File: config.mk
export PLATFORM = sky130hd
export DESIGN_NAME = jtag_word_receiver_flat
export DESIGN_NICKNAME = d
export VERILOG_FILES = /design/src/rtl/jtag_rx_pkg.sv /design/src/rtl/jtag_word_receiver_if.sv /design/src/rtl/jtag_word_receiver.sv /design/src/flat_wrapper.sv
export SDC_FILE = /design/constraint.sdc
export NUM_CORES = 1
export LEC_CHECK = 0
export CAP_MARGIN = 20
export CELL_PAD_IN_SITES_DETAIL_PLACEMENT = 1
export CELL_PAD_IN_SITES_GLOBAL_PLACEMENT = 2
export CORE_MARGIN = 3
export CORE_UTILIZATION = 47
export CTS_BUF_LIST = sky130_fd_sc_hd__clkbuf_16
export CTS_CLUSTER_SIZE = 30
export DETAILED_ROUTE_END_ITERATION = 16
export DONT_BUFFER_PORTS = 1
export GPL_TIMING_DRIVEN = 0
export PLACE_DENSITY_LB_ADDON = 0.1
export RECOVER_POWER = 25
export SLEW_MARGIN = 20
export SYNTH_ARGS = -nofsm -noshare
export SYNTH_HDL_FRONTEND = slang
export SYNTH_SLANG_ARGS = --single-unit
export TNS_END_PERCENT = 50
File: constraint.sdc
create_clock -name clk_tck -period 7.2 [get_ports clk_tck]
set_clock_uncertainty 0.15 [all_clocks]
set_input_delay 1.44 -clock clk_tck [delete_from_list [all_inputs] [get_ports clk_tck]]
set_output_delay 1.44 -clock clk_tck [all_outputs]
set_load 0.1 [all_outputs]
File: src/rtl/jtag_rx_pkg.sv
// Shared types and defaults for the JTAG TDI word receiver (and later the TDO transmitter).
package jtag_rx_pkg;

   typedef enum logic [1:0] {
      RX_IDLE  = 2'd0,
      RX_SHIFT = 2'd1,
      RX_DONE  = 2'd2
   } rx_state_t;

   localparam int DEFAULT_WIDTH = 32;

endpackage

File: src/rtl/jtag_word_receiver_if.sv
// Shift-DR handshake and word outputs of the TDI receiver.
// The overflow signal exists only when JTAG_RX_OVERFLOW_EN is defined.
interface jtag_word_receiver_if
   import jtag_rx_pkg::*;
#(
   parameter int WIDTH = DEFAULT_WIDTH
);
   localparam int CNT_W = $clog2(WIDTH + 1);

   logic             enable;
   logic             tdi;
   logic [WIDTH-1:0] data;
   logic [CNT_W-1:0] count;
   logic             valid;
   logic             busy;
   logic             done;
`ifdef JTAG_RX_OVERFLOW_EN
   logic             overflow;
`endif

   modport master (
      output enable, tdi,
      input  data, count, valid, busy, done
`ifdef JTAG_RX_OVERFLOW_EN
      , overflow
`endif
   );

   modport slave (
      input  enable, tdi,
      output data, count, valid, busy, done
`ifdef JTAG_RX_OVERFLOW_EN
      , overflow
`endif
   );

endinterface

File: src/rtl/jtag_word_receiver.sv
// Shifts a WIDTH-bit word in from TDI MSB-first during Shift-DR and latches it with a valid pulse.
// Optional JTAG_RX_OVERFLOW_EN adds a sticky flag for bits shifted past WIDTH.
//
// state    | meaning
// RX_IDLE  | waiting for Shift-DR; count held at 0
// RX_SHIFT | capturing bits, count = bits taken so far
// RX_DONE  | word latched; further TDI bits ignored until enable drops
module jtag_word_receiver
   import jtag_rx_pkg::*;
#(
   parameter int WIDTH = DEFAULT_WIDTH
) (
   input  logic                 clk_tck,
   input  logic                 reset,
   jtag_word_receiver_if.slave  rx
);
   localparam int CNT_W = $clog2(WIDTH + 1);

   rx_state_t        state_q, state_d;
   logic [WIDTH-1:0] shreg_q, shreg_d;
   logic [WIDTH-1:0] data_q, data_d;
   logic [CNT_W-1:0] count_q, count_d;
   logic             valid_q, valid_d;
   logic [WIDTH-1:0] shifted;
`ifdef JTAG_RX_OVERFLOW_EN
   logic             ovf_q, ovf_d;
`endif

   assign shifted = {shreg_q[WIDTH-2:0], rx.tdi};

   always_ff @(posedge clk_tck or posedge reset) begin
      if (reset) begin
         state_q <= RX_IDLE;
         shreg_q <= '0;
         data_q  <= '0;
         count_q <= '0;
         valid_q <= 1'b0;
`ifdef JTAG_RX_OVERFLOW_EN
         ovf_q   <= 1'b0;
`endif
      end else begin
         state_q <= state_d;
         shreg_q <= shreg_d;
         data_q  <= data_d;
         count_q <= count_d;
         valid_q <= valid_d;
`ifdef JTAG_RX_OVERFLOW_EN
         ovf_q   <= ovf_d;
`endif
      end
   end

   always_comb begin
      state_d = state_q;
      shreg_d = shreg_q;
      data_d  = data_q;
      count_d = count_q;
      valid_d = 1'b0;
`ifdef JTAG_RX_OVERFLOW_EN
      ovf_d   = ovf_q;
`endif
      case (state_q)
         RX_IDLE: begin
            count_d = '0;
            if (rx.enable) begin
               shreg_d = shifted;
               count_d = CNT_W'(1);
               state_d = RX_SHIFT;
            end
         end
         RX_SHIFT: begin
            if (!rx.enable) begin
               // Early Exit1-DR: drop the partial word, keep the last good one.
               count_d = '0;
               state_d = RX_IDLE;
            end else if (count_q == CNT_W'(WIDTH - 1)) begin
               shreg_d = shifted;
               data_d  = shifted;
               count_d = CNT_W'(WIDTH);
               valid_d = 1'b1;
               state_d = RX_DONE;
            end else begin
               shreg_d = shifted;
               count_d = count_q + CNT_W'(1);
            end
         end
         RX_DONE: begin
            if (!rx.enable) begin
               count_d = '0;
               state_d = RX_IDLE;
`ifdef JTAG_RX_OVERFLOW_EN
               ovf_d   = 1'b0;
`endif
            end else begin
`ifdef JTAG_RX_OVERFLOW_EN
               ovf_d   = 1'b1;
`endif
            end
         end
         default: begin
            count_d = '0;
            state_d = RX_IDLE;
         end
      endcase
   end

   assign rx.data  = data_q;
   assign rx.count = count_q;
   assign rx.valid = valid_q;
   assign rx.busy  = (state_q == RX_SHIFT);
   assign rx.done  = (state_q == RX_DONE);
`ifdef JTAG_RX_OVERFLOW_EN
   assign rx.overflow = ovf_q;
`endif

endmodule

File: src/flat_wrapper.sv
// flat-port wrapper written by rule: the top's interface ports become plain ports
module jtag_word_receiver_flat import jtag_rx_pkg::*;
#(
   parameter int WIDTH = DEFAULT_WIDTH
)
  (clk_tck, reset, rx_enable, rx_tdi, rx_data, rx_count, rx_valid, rx_busy, rx_done);
  jtag_word_receiver_if #(.WIDTH(WIDTH)) rx_i ();
  input  logic clk_tck;
  input  logic reset;
  input wire logic [$bits(rx_i.enable)-1:0] rx_enable;
  input wire logic [$bits(rx_i.tdi)-1:0] rx_tdi;
  output wire logic [$bits(rx_i.data)-1:0] rx_data;
  output wire logic [$bits(rx_i.count)-1:0] rx_count;
  output wire logic [$bits(rx_i.valid)-1:0] rx_valid;
  output wire logic [$bits(rx_i.busy)-1:0] rx_busy;
  output wire logic [$bits(rx_i.done)-1:0] rx_done;
  assign rx_i.enable = rx_enable;
  assign rx_i.tdi = rx_tdi;
  assign rx_data = rx_i.data;
  assign rx_count = rx_i.count;
  assign rx_valid = rx_i.valid;
  assign rx_busy = rx_i.busy;
  assign rx_done = rx_i.done;
  jtag_word_receiver #(.WIDTH(WIDTH)) u_core (.clk_tck(clk_tck), .reset(reset), .rx(rx_i));
endmodule
Word level (Yosys, flattened, before mapping)
Index checks and enable logic that the tools add are counted.
Storage, ports and cells
  bits in registers: 72
  latch bits: 0
  bits in writable memories: 0
  memory bits (read-only): 0
  bits of input ports: 4
  memories: 0
Operators by class
  $add $sub $neg: 1
  multipliers: 0
  divide/modulo/power cells: 0
  order comparisons: 0
  equality and inequality tests: 6
  shifts and indexed selects: 0
  muxes and demuxes: 13
  bitwise gates (word level): 0
  reduce and logical (&&, ||, !) cells: 5
Operators with widths (count)
  6-bit 2-to-1 mux: 3
  6-bit case mux with 3 select lines: 1
  2-bit 2-to-1 mux: 4
  6-bit by 1-bit adder with 6-bit output, second input constant: 1
  6-bit by 5-bit == test with 1-bit output, second input constant: 1
  2-bit case mux with 3 select lines: 1
  3-bit AND reduction: 2
  1-bit 2-to-1 mux: 4
  2-bit != test, second input constant: 2
  3-bit by 2-bit != test with 1-bit output, second input constant: 1
  2-bit by 1-bit == test with 1-bit output, second input constant: 1
  2-bit == test, second input constant: 1
  2-bit logical NOT: 1
  2-bit AND reduction: 1
  2-bit OR reduction: 1

Longest topological paths before layout
Gate-level depths: netlist of run 1.
  word-level depth: 4
  gate-level depth with buffers: 5

Worst setup path before layout of run 1
OpenSTA, ideal clock, no wires.
  path type: reg2out
  from: register u_core.state_q[0]
  to: output port rx_done
  data arrival time: 1.236 ns
  path slack: 4.374 ns
  cell stages (with the launch flop): 3
  path buffers: 0
  cells stage by stage: dfrtp_1 nand2b_1 inv_1
Between the ends
  longest elaborated chain between the ends: 1
RTL lines
  from (decl): RTL line jtag_word_receiver.sv:19  | rx_state_t state_q, state_d;
  from (signal assigned): RTL line jtag_word_receiver.sv:42  | state_q <= state_d;
  2-bit == test: RTL line jtag_word_receiver.sv:111  | assign rx.done = (state_q == RX_DONE);
  to (decl): RTL line flat_wrapper.sv:16  | output wire logic [$bits(rx_i.done)-1:0] rx_done;
Every way passes these cells.

==> results of run 1 <==
-- stage by stage --
step / power [mW] / hold WS [ns] / cells
2_1_floorplan: 0.601 / 0.324 / 181
6_report: 1.09 / 0.368 / 270
5_1_grt: 1.15 / 0.396 / 270
3_3_place_gp: 0.620 / 0.344 / 253
4_1_cts: 1.10 / 0.367 / 270
3_5_place_dp: 0.636 / 0.353 / 254
-- placed cells by master (no fill, tap or decap), types with 2 or more instances in the layout --
cell	instances
dfrtp_1	72
mux2_2	58
clkbuf_16	9
mux2_1	5
buf_2	4
nand2_1	4
xor2_1	4
nand2b_1	3
inv_1	3
a21oi_1	3
buf_6	3
a22oi_1	2
nor2b_1	2
nand3_1	2
clkinv_2	2
clkinv_1	2
bufinv_16	2
-- worst paths after layout --
path                                            to  cells after the start
min in group asynchronous        u_core.rx.data[3]                      1
worst min-delay path            u_core.shreg_q[30]                      1
worst max register to register  u_core.rx.data[16]                      5
max in group clk_tck                       rx_done                      2
worst max-delay path            u_core.rx.count[4]                      2
worst min register to register  u_core.shreg_q[30]                      1
-- worst reg2reg max path: cells and delay by family (launching register included) --
kind,cells,cell delay [ns]
buffers and inverters,1,0.22
adders and majority gates,1,0.40
and+or+nand+nor,2,0.60
DFF,1,1.06
muxes,1,0.36
-- cell usage after synthesis, types with 3 or more instances --
library cell,instances
mux2_2,58
nand2b_1,3
nand2_1,4
xor2_1,4
buf_6,3
a21oi_1,3
buf_2,4
inv_1,4
mux2_1,5
dfrtp_1,72
-- power groups by stage --
stage / Combinational (mW) / Clock (mW) / Sequential [mW]
3_3_place_gp: 0.0867 / 0 / 0.533
6_report: 0.0941 / 0.458 / 0.534
4_1_cts: 0.0989 / 0.468 / 0.536
5_1_grt: 0.104 / 0.494 / 0.548
3_5_place_dp: 0.0955 / 0 / 0.540
2_1_floorplan: 0.0813 / 0 / 0.519
-- kinds of logic (layout without fill, tap and decap cells) --
group	after synthesis	after routing	synth area share (%)
AND/OR/NAND/NOR	18	18	3.99
flip-flops	72	72	63.9
XOR/XNOR	4	4	1.24
multiplexers	63	63	25.1
buffers and inverters	11	28	2.44
adder cells (fa/ha/maj)	1	1	0.443
AO/OA/AOI/OAI	12	12	2.88
-- routing by layer --
layer	global-route usage (%)	up-vias	share of wire, %
li1	-	667	-
met1	20.2	763	41
met2	27.6	29	53
met3	6.22	4	5.4
met4	4.82	0	0.57
met5	0	-	0
-- cell type report --
type	count	area (sq um)	area share [%]
clock inverter	7	86.3	2.67
buffer	7	53.8	1.67
sequential	72	1800	55.8
multi-input combinational	98	951	29.5
clock buffer	9	225	6.98
tap	72	90.1	2.79
inverter	4	16.3	0.504
timing repair buffer	1	3.75	0.116
-- flip-flops by register name, summed over array words and instances (netlist names) --
register	count
u_core.rx.count	6
u_core.rx.data	32
u_core.rx.valid	1
u_core.shreg_q	31
u_core.state_q	2
==> impl_metrics.yaml, run 1 <==
run_status:
  status: "finished with violations"
  violations: "max-capacitance violations, max-slew violations"
cts:
  htree_levels: 3
  clk_pin_slew_ns: 0.05
  cts.repair.resized: 0
  cts_inserted_buffers: 9
  postCtsSetupRepairBufs: 0
  cts_tree: "yes"
  clock_latency_ns: 0.32
  cts.hold.buffers_added: 0
  cts-root-buf: "clkbuf_16"
  clock-sinks: 72
  clockBufferDepth: 2
route:
  drt_iter0_drc: 62
  dr.pass1.iters: 3
  routedWlPerCell_um: 19.5
  routed_wl_um: 5260
  drc: 0
  ant_nets: 0
  routed-via-count: 1463
  drt-vias-per-instance: 5.42
critical_path:
  crit_chain: "clkinvlp_2 > clkbuf_1"
  crit_start: "reset"
  timing.critical_path.buf_inv: 2
  crit_fanout: 47
  cp_slowest_cell: "clkbuf_1"
  regToRegStartpoint: "u_core.rx.count[0]"
  critPathMaxStageDelay_ns: 1.83
  path_class: "in2async"
  worstPathArrival_ns: 3.91
  worstSetupStartpointType: "input port"
  rrSetupSlack_ns: 4.30
  cp-end-kind: "async pin"
  critPathTopFamily: "buffers and inverters"
  required_ns: 6.95
yosys:
  synth_top_flop_cell: "dfrtp_1"
  avgSynthCellArea_sq_um: 15.6
  netlist_area_sq_mm: 0.00282
  netlist.area_leader.share_pct: 63.9
  synth_edf_count: 0
  synth_top_cells_by_area: "dfrtp_1 64%, mux2_2 23%, mux2_1 2.0%"
  synthDistinctLibCells: 28
  seq_area_frac_synth_pct: 63.9
  yosys_warnings: 0
  synth_top_area_cell: "dfrtp_1"
  async_flop_share_pct: 100
  syn_inst: 181
  syn_nets: 186
  ys_seq_elements: 72
layout:
  drive_above_1_share_pct: 41.4
  diodes: 0
  post-route-util_pct: 57.2
  nets: 198
  syn_to_final_growth_pct: 14.4
  final_cell_area_sq_mm: 0.00323
  fillers: 508
timing:
  timing.setup.tns_ns: 0
  final-hold-violation-count: 0
  finalSetupViolCount: 0
  max_freq_mhz: 240
  period_share_pct: 57.8
  tightest_slew_ns: 2.48
  final.setup.worst_slack_ns: 3.04
  maxSlewHeadroom_pct: -65.0
  rsz0062_at_grt: "no"
  finalMaxSlewViolations: 48
  min_period_ns: 4.16
global_routing:
  grt_antenna_before_repair: 0
  grt_overflow_total: 0
  grt_pass1_vias: 1697
  grt_max_degree: 48
  grt_pass1_wl_um: 9080
  grt_use_total_pct: 16.6
placement:
  dp_hpwl_um: 3330
  gp_congestion: 0.823
  dpl_cell_area_sq_mm: 0.00294
  pre_cts_slack_ns: 4.15
  io_buffers: 0
pwr:
  sw_frac_of_total_pct: 23.3
  ir_drop_mv: 0.159
  p_clk_share_pct: 42.2
  switching_power_mw: 0.253
  power_leakage_nw: 1.55
  powerDensity_mw_per_mm2: 337
  share_comb_of_total_power_pct: 8.7
  internal_power_mw: 0.834
  seqPwrFrac_pct: 49.2
worst_hold_path:
  hold_start: "u_core.shreg_q[30]"
  min-delay-path-class: "reg2reg"
floorplan:
  start_util_pct: 50.0
  die_x_um: 83.5
  die_h_um: 83.5
  design.core.area_sq_mm: 0.00564
  pin_count: 45
  rows: 27
  dieArea_sq_mm: 0.00697
job:
  maxCapViolCount: 1
(Power assumes the default switching activity.)
==> inputs of run 2 (changes only) <==
CORE_UTILIZATION = 44   (was 47)
clock period = 4 ns   (was 7.2 ns; I/O delays follow)
==> run 2 against run 1 <==
- the flow now finishes without violations
- core utilization decreased by 3.5 points
- routed wire length decreased by 7.3%
- sequential cell count unchanged
- combinational power increased by 80%
- via count increased by 0.27%
- clock-buffer cell count unchanged
- cell count increased by 1.1%
- largest cell class unchanged
- highest routed layer unchanged
==> impl_metrics.yaml, run 2 (synthesis results as in run 1) <==
timing:
  maxSlewHeadroom_pct: 23.7
  finalSetupViolCount: 0
  final-hold-violation-count: 0
  period_share_pct: 71.4
  finalMaxSlewViolations: 0
  max_freq_mhz: 350
  tightest_slew_ns: 1.14
  timing.setup.tns_ns: 0
  min_period_ns: 2.86
  rsz0062_at_grt: "no"
placement:
  dpl_cell_area_sq_mm: 0.00295
  dp_hpwl_um: 3230
  gp_congestion: 0.840
  io_buffers: 0
run_status:
  status: "finished clean"
floorplan:
  die_h_um: 86.1
  die_x_um: 86.1
  pin_count: 45
  design.core.area_sq_mm: 0.00606
  start_util_pct: 46.6
  rows: 28
  dieArea_sq_mm: 0.00741
global_routing:
  grt_antenna_before_repair: 0
  grt_pass1_wl_um: 8580
  grt_use_total_pct: 15.0
  grt_overflow_total: 0
  grt_max_degree: 49
  grt_pass1_vias: 1691
pwr:
  power_leakage_nw: 1.56
  internal_power_mw: 1.50
  seqPwrFrac_pct: 49.1
  powerDensity_mw_per_mm2: 601
  switching_power_mw: 0.453
  p_total_mw: 1.96
  p_clk_share_pct: 42.2
  share_comb_of_total_power_pct: 8.6
  sw_frac_of_total_pct: 23.2
  ir_drop_mv: 0.355
critical_path:
  worstSetupStartpointType: "register"
  rrSetupSlack_ns: 1.14
  required_ns: 4.05
  path_class: "reg2reg"
  worstPathArrival_ns: 2.91
  cp-end-kind: "register"
  crit_fanout: 10
route:
  ant_nets: 0
  dr.pass1.iters: 4
  routed-via-count: 1467
  routed_wl_um: 4880
  drc: 0
  routedWlPerCell_um: 17.9
  drt-vias-per-instance: 5.37
  drt_iter0_drc: 20
job:
  maxCapViolCount: 0
layout:
  diodes: 0
  drive_above_1_share_pct: 41.4
  largest_reg_flops: 32
  syn_to_final_growth_pct: 15.4
  final_cell_mix: "72 x dfrtp_1, 58 x mux2_2, 9 x clkbuf_16, 5 x mux2_1"
  final_cell_area_sq_mm: 0.00326
  layout_commonest_cell: "dfrtp_1"
  nets: 198
cts:
  cts_inserted_buffers: 9
  clock_latency_ns: 0.32
  htree_levels: 3
  cts-root-buf: "clkbuf_16"
  cts_tree: "yes"
  clk_pin_slew_ns: 0.05
  cts.hold.buffers_added: 0
  postCtsSetupRepairBufs: 0
  clock-sinks: 72
  clockBufferDepth: 2
  cts.repair.resized: 0
worst_hold_path:
  min-delay-path-class: "reg2reg"
run 2: changes by cell type in the layout (fill, tap and decap cells not counted), sizes merged:
cell | before | now
clkinv | 5 | 3
clkbuf | 10 | 9
clkinvlp | 1 | 3
buf | 7 | 8
run 2: final timing paths:
| path | start | depth (start not counted) | end |
|---|---|---|---|
| setup reg to reg | u_core.rx.count[0] | 5 | u_core.rx.data[9] |
| setup / recovery | u_core.rx.count[0] | 5 | u_core.rx.data[9] |
| min in group asynchronous | reset | 1 | u_core.rx.data[15] |
| hold reg to reg | u_core.shreg_q[16] | 1 | u_core.shreg_q[17] |
| max in group asynchronous | reset | 2 | u_core.shreg_q[27] |
| hold / removal | u_core.shreg_q[16] | 1 | u_core.shreg_q[17] |
run 2: per-stage QoR:
step | hold WS, ns | utilization [%] | cells | setup WS [ns]
after floorplan | 0.324 | - | 181 | 1.23
after global placement | 0.341 | 48.1 | 256 | 0.603
after detailed placement | 0.364 | 48.6 | 257 | 1.12
after CTS | 0.173 | 53.7 | 273 | 1.10
after global routing | 0.398 | 53.7 | 273 | 1.02
final | 0.376 | 53.7 | 273 | 1.14
run 2: layer usage:
metal | wire length [um] | track usage (%) | part of all wire, %
met5 | 0 | 0 | 0
met4 | 55 | 7.34 | 1.1
met3 | 213 | 3.75 | 4.4
met2 | 2550 | 24.5 | 52
met1 | 2060 | 18.6 | 42
run 2: power by group through the flow:
stage | logic, mW | clock network [mW] | registers [mW]
finish | 0.169 | 0.826 | 0.961
global route | 0.189 | 0.888 | 0.985
CTS | 0.175 | 0.851 | 0.963
detailed placement | 0.172 | 0 | 0.971
global placement | 0.156 | 0 | 0.960
floorplan | 0.146 | 0 | 0.935
run 2: area by class of cell:
type                    instances  area, sq um
clock inverters                 7         86.3
flip-flops and latches         72         1800
multi-input cells              98          951
well taps                      75         93.8
plain buffers                   7         53.8
fillers                       583         2810
clock buffers                   9          225
inverters                       4         16.3
repair buffers                  1         27.5
run 2: critical path, stage by stage (launching register included):
cell      delay [ns]
dfrtp_1         1.07
ha_1            0.38
nand2b_1        0.17
nor3_4          0.40
buf_6           0.21
mux2_2          0.34
==> inputs of run 3 (changes only) <==
clock period = 2.65 ns   (was 4 ns; I/O delays follow)
==> run 3 against run 2 <==
- hold slack worse by 0.17 ns
- via count up 1.0%
- design area down 0.12%
- critical path depth unchanged
- total power up 51%
- die area unchanged
- clock-buffer cell count unchanged
- non-clock buffer count up 1
- critical path type unchanged
- largest power group unchanged
==> impl_metrics.yaml, run 3 (synthesis results as in run 1) <==
critical_path:
  reg2reg_depth: 5
  regToRegStartpoint: "u_core.rx.count[0]"
  rrSetupSlack_ns: 0.15
  crit_fanout: 10
  required_ns: 2.70
  r2r_end: "u_core.rx.data[9]"
  cp-end-kind: "register"
  path_class: "reg2reg"
  worstSetupStartpointType: "register"
  worstPathArrival_ns: 2.54
route:
  dr.pass1.iters: 3
  drt_iter0_drc: 19
  routedWlPerCell_um: 18.1
  drt-vias-per-instance: 5.41
  wl_met3_um: 215
  top_signal_layer_used: "met4"
  routed_wl_um: 4970
  drt-met1-wl_um: 2000
  wl_met2_um: 2690
  routed-via-count: 1482
  drc: 0
  ant_nets: 0
timing:
  hold_ws_ns: 0.209
  finalMaxSlewViolations: 0
  rsz0062_at_grt: "no"
  max_freq_mhz: 401
  min_period_ns: 2.50
  final-hold-violation-count: 0
  finalSetupViolCount: 0
  tightest_slew_ns: 1.03
  period_share_pct: 94.2
  maxSlewHeadroom_pct: 30.8
global_routing:
  grt_antenna_before_repair: 0
  grt_use_total_pct: 15.2
  grt_pass1_wl_um: 8680
  grt_pass1_vias: 1718
  grt_overflow_total: 0
  grt_max_degree: 49
floorplan:
  design.core.area_sq_mm: 0.00606
  die_x_um: 86.1
  start_util_pct: 46.6
  die_h_um: 86.1
  rows: 28
  dieArea_sq_mm: 0.00741
  pin_count: 45
placement:
  dp_hpwl_um: 3230
  io_buffers: 0
  gp_congestion: 0.840
  dp.cells: 257
layout:
  drive_above_1_share_pct: 43.7
  largest_reg_flops: 32
  final_cells: 274
  diodes: 0
  nets: 199
  layout_commonest_cell: "dfrtp_1"
  final_cell_mix: "67 x dfrtp_1, 58 x mux2_2, 9 x clkbuf_16, 5 x mux2_1, 5 x dfrtp_2"
  syn_to_final_growth_pct: 15.3
job:
  maxCapViolCount: 0
cts:
  clk_pin_slew_ns: 0.06
  cts_inserted_buffers: 9
  clockBufferDepth: 2
  clock_latency_ns: 0.32
  htree_levels: 3
  cts_tree: "yes"
  cts-root-buf: "clkbuf_16"
  clock-sinks: 72
  postCtsSetupRepairBufs: 0
worst_hold_path:
  worst_hold_path.num_cells: 1
  hold_start: "rx_tdi"
  hold_end: "u_core.rx.data[0]"
  min-delay-path-class: "in2reg"
run_status:
  status: "finished clean"
pwr:
  ir_drop_mv: 0.535
  powerDensity_mw_per_mm2: 907
  power_leakage_nw: 1.54
## run 3: per-layer routing
metal,GRT usage [%],vias to the layer above
li1,-,673
met1,18.3,779
met2,25.5,26
met3,3.84,4
met4,7.34,0
met5,0,-
## run 3: through the flow
stage                     util (%)  worst slack [ns]  power, mW  instance area, sq um  TNS (ns)
final                         53.7             0.154       2.95                  3250         0
after global routing          53.7            0.0209       3.11                  3250         0
after CTS                     54.0            0.0434       3.00                  3270         0
after global placement        48.1            -0.477       1.69                  2920    -38.96
after floorplan                  -            0.0762       1.63                  2820         0
after detailed placement      48.6            -0.228       1.72                  2950     -6.49
## run 3: repair_timing
action                     in CTS  in global routing
hold endpoints to repair       24                  0
setup endpoints to repair      32                 29
resized for setup               4                  1
hold buffers                    1                  0
## run 3: final cells by class
type,instances,area [sq um]
repair buffers,2,17.5
fillers,584,2810
clock inverters,7,86.3
multi-input cells,98,951
well taps,75,93.8
plain buffers,7,53.8
inverters,4,16.3
clock buffers,9,225
flip-flops and latches,72,1810
## run 3: worst max-delay path by stage
stage,startpoint,endpoint,slack [ns],cells after the start
after floorplan,u_core.rx.count[1],u_core.rx.data[18],0.08,5
after global placement,reset,u_core.rx.data[3],-0.48,1
after detailed placement,u_core.rx.count[0],u_core.rx.data[10],-0.23,5
after CTS,u_core.rx.count[4],u_core.rx.data[21],0.04,4
after global routing,u_core.rx.count[0],u_core.rx.data[11],0.02,5
final,u_core.rx.count[0],u_core.rx.data[9],0.15,5
## run 3: power by group
group	switching, mW	internal [mW]	total, mW
logic	0.0937	0.159	0.252
clock network	0.432	0.813	1.25
registers	0.158	1.29	1.45
total	0.684	2.27	2.95
## run 3: worst max-delay path, stage by stage, from the launching register on
cell      delay [ns]
dfrtp_2         0.75
ha_1            0.34
nand2b_1        0.17
nor3_4          0.40
buf_6           0.21
mux2_2          0.34
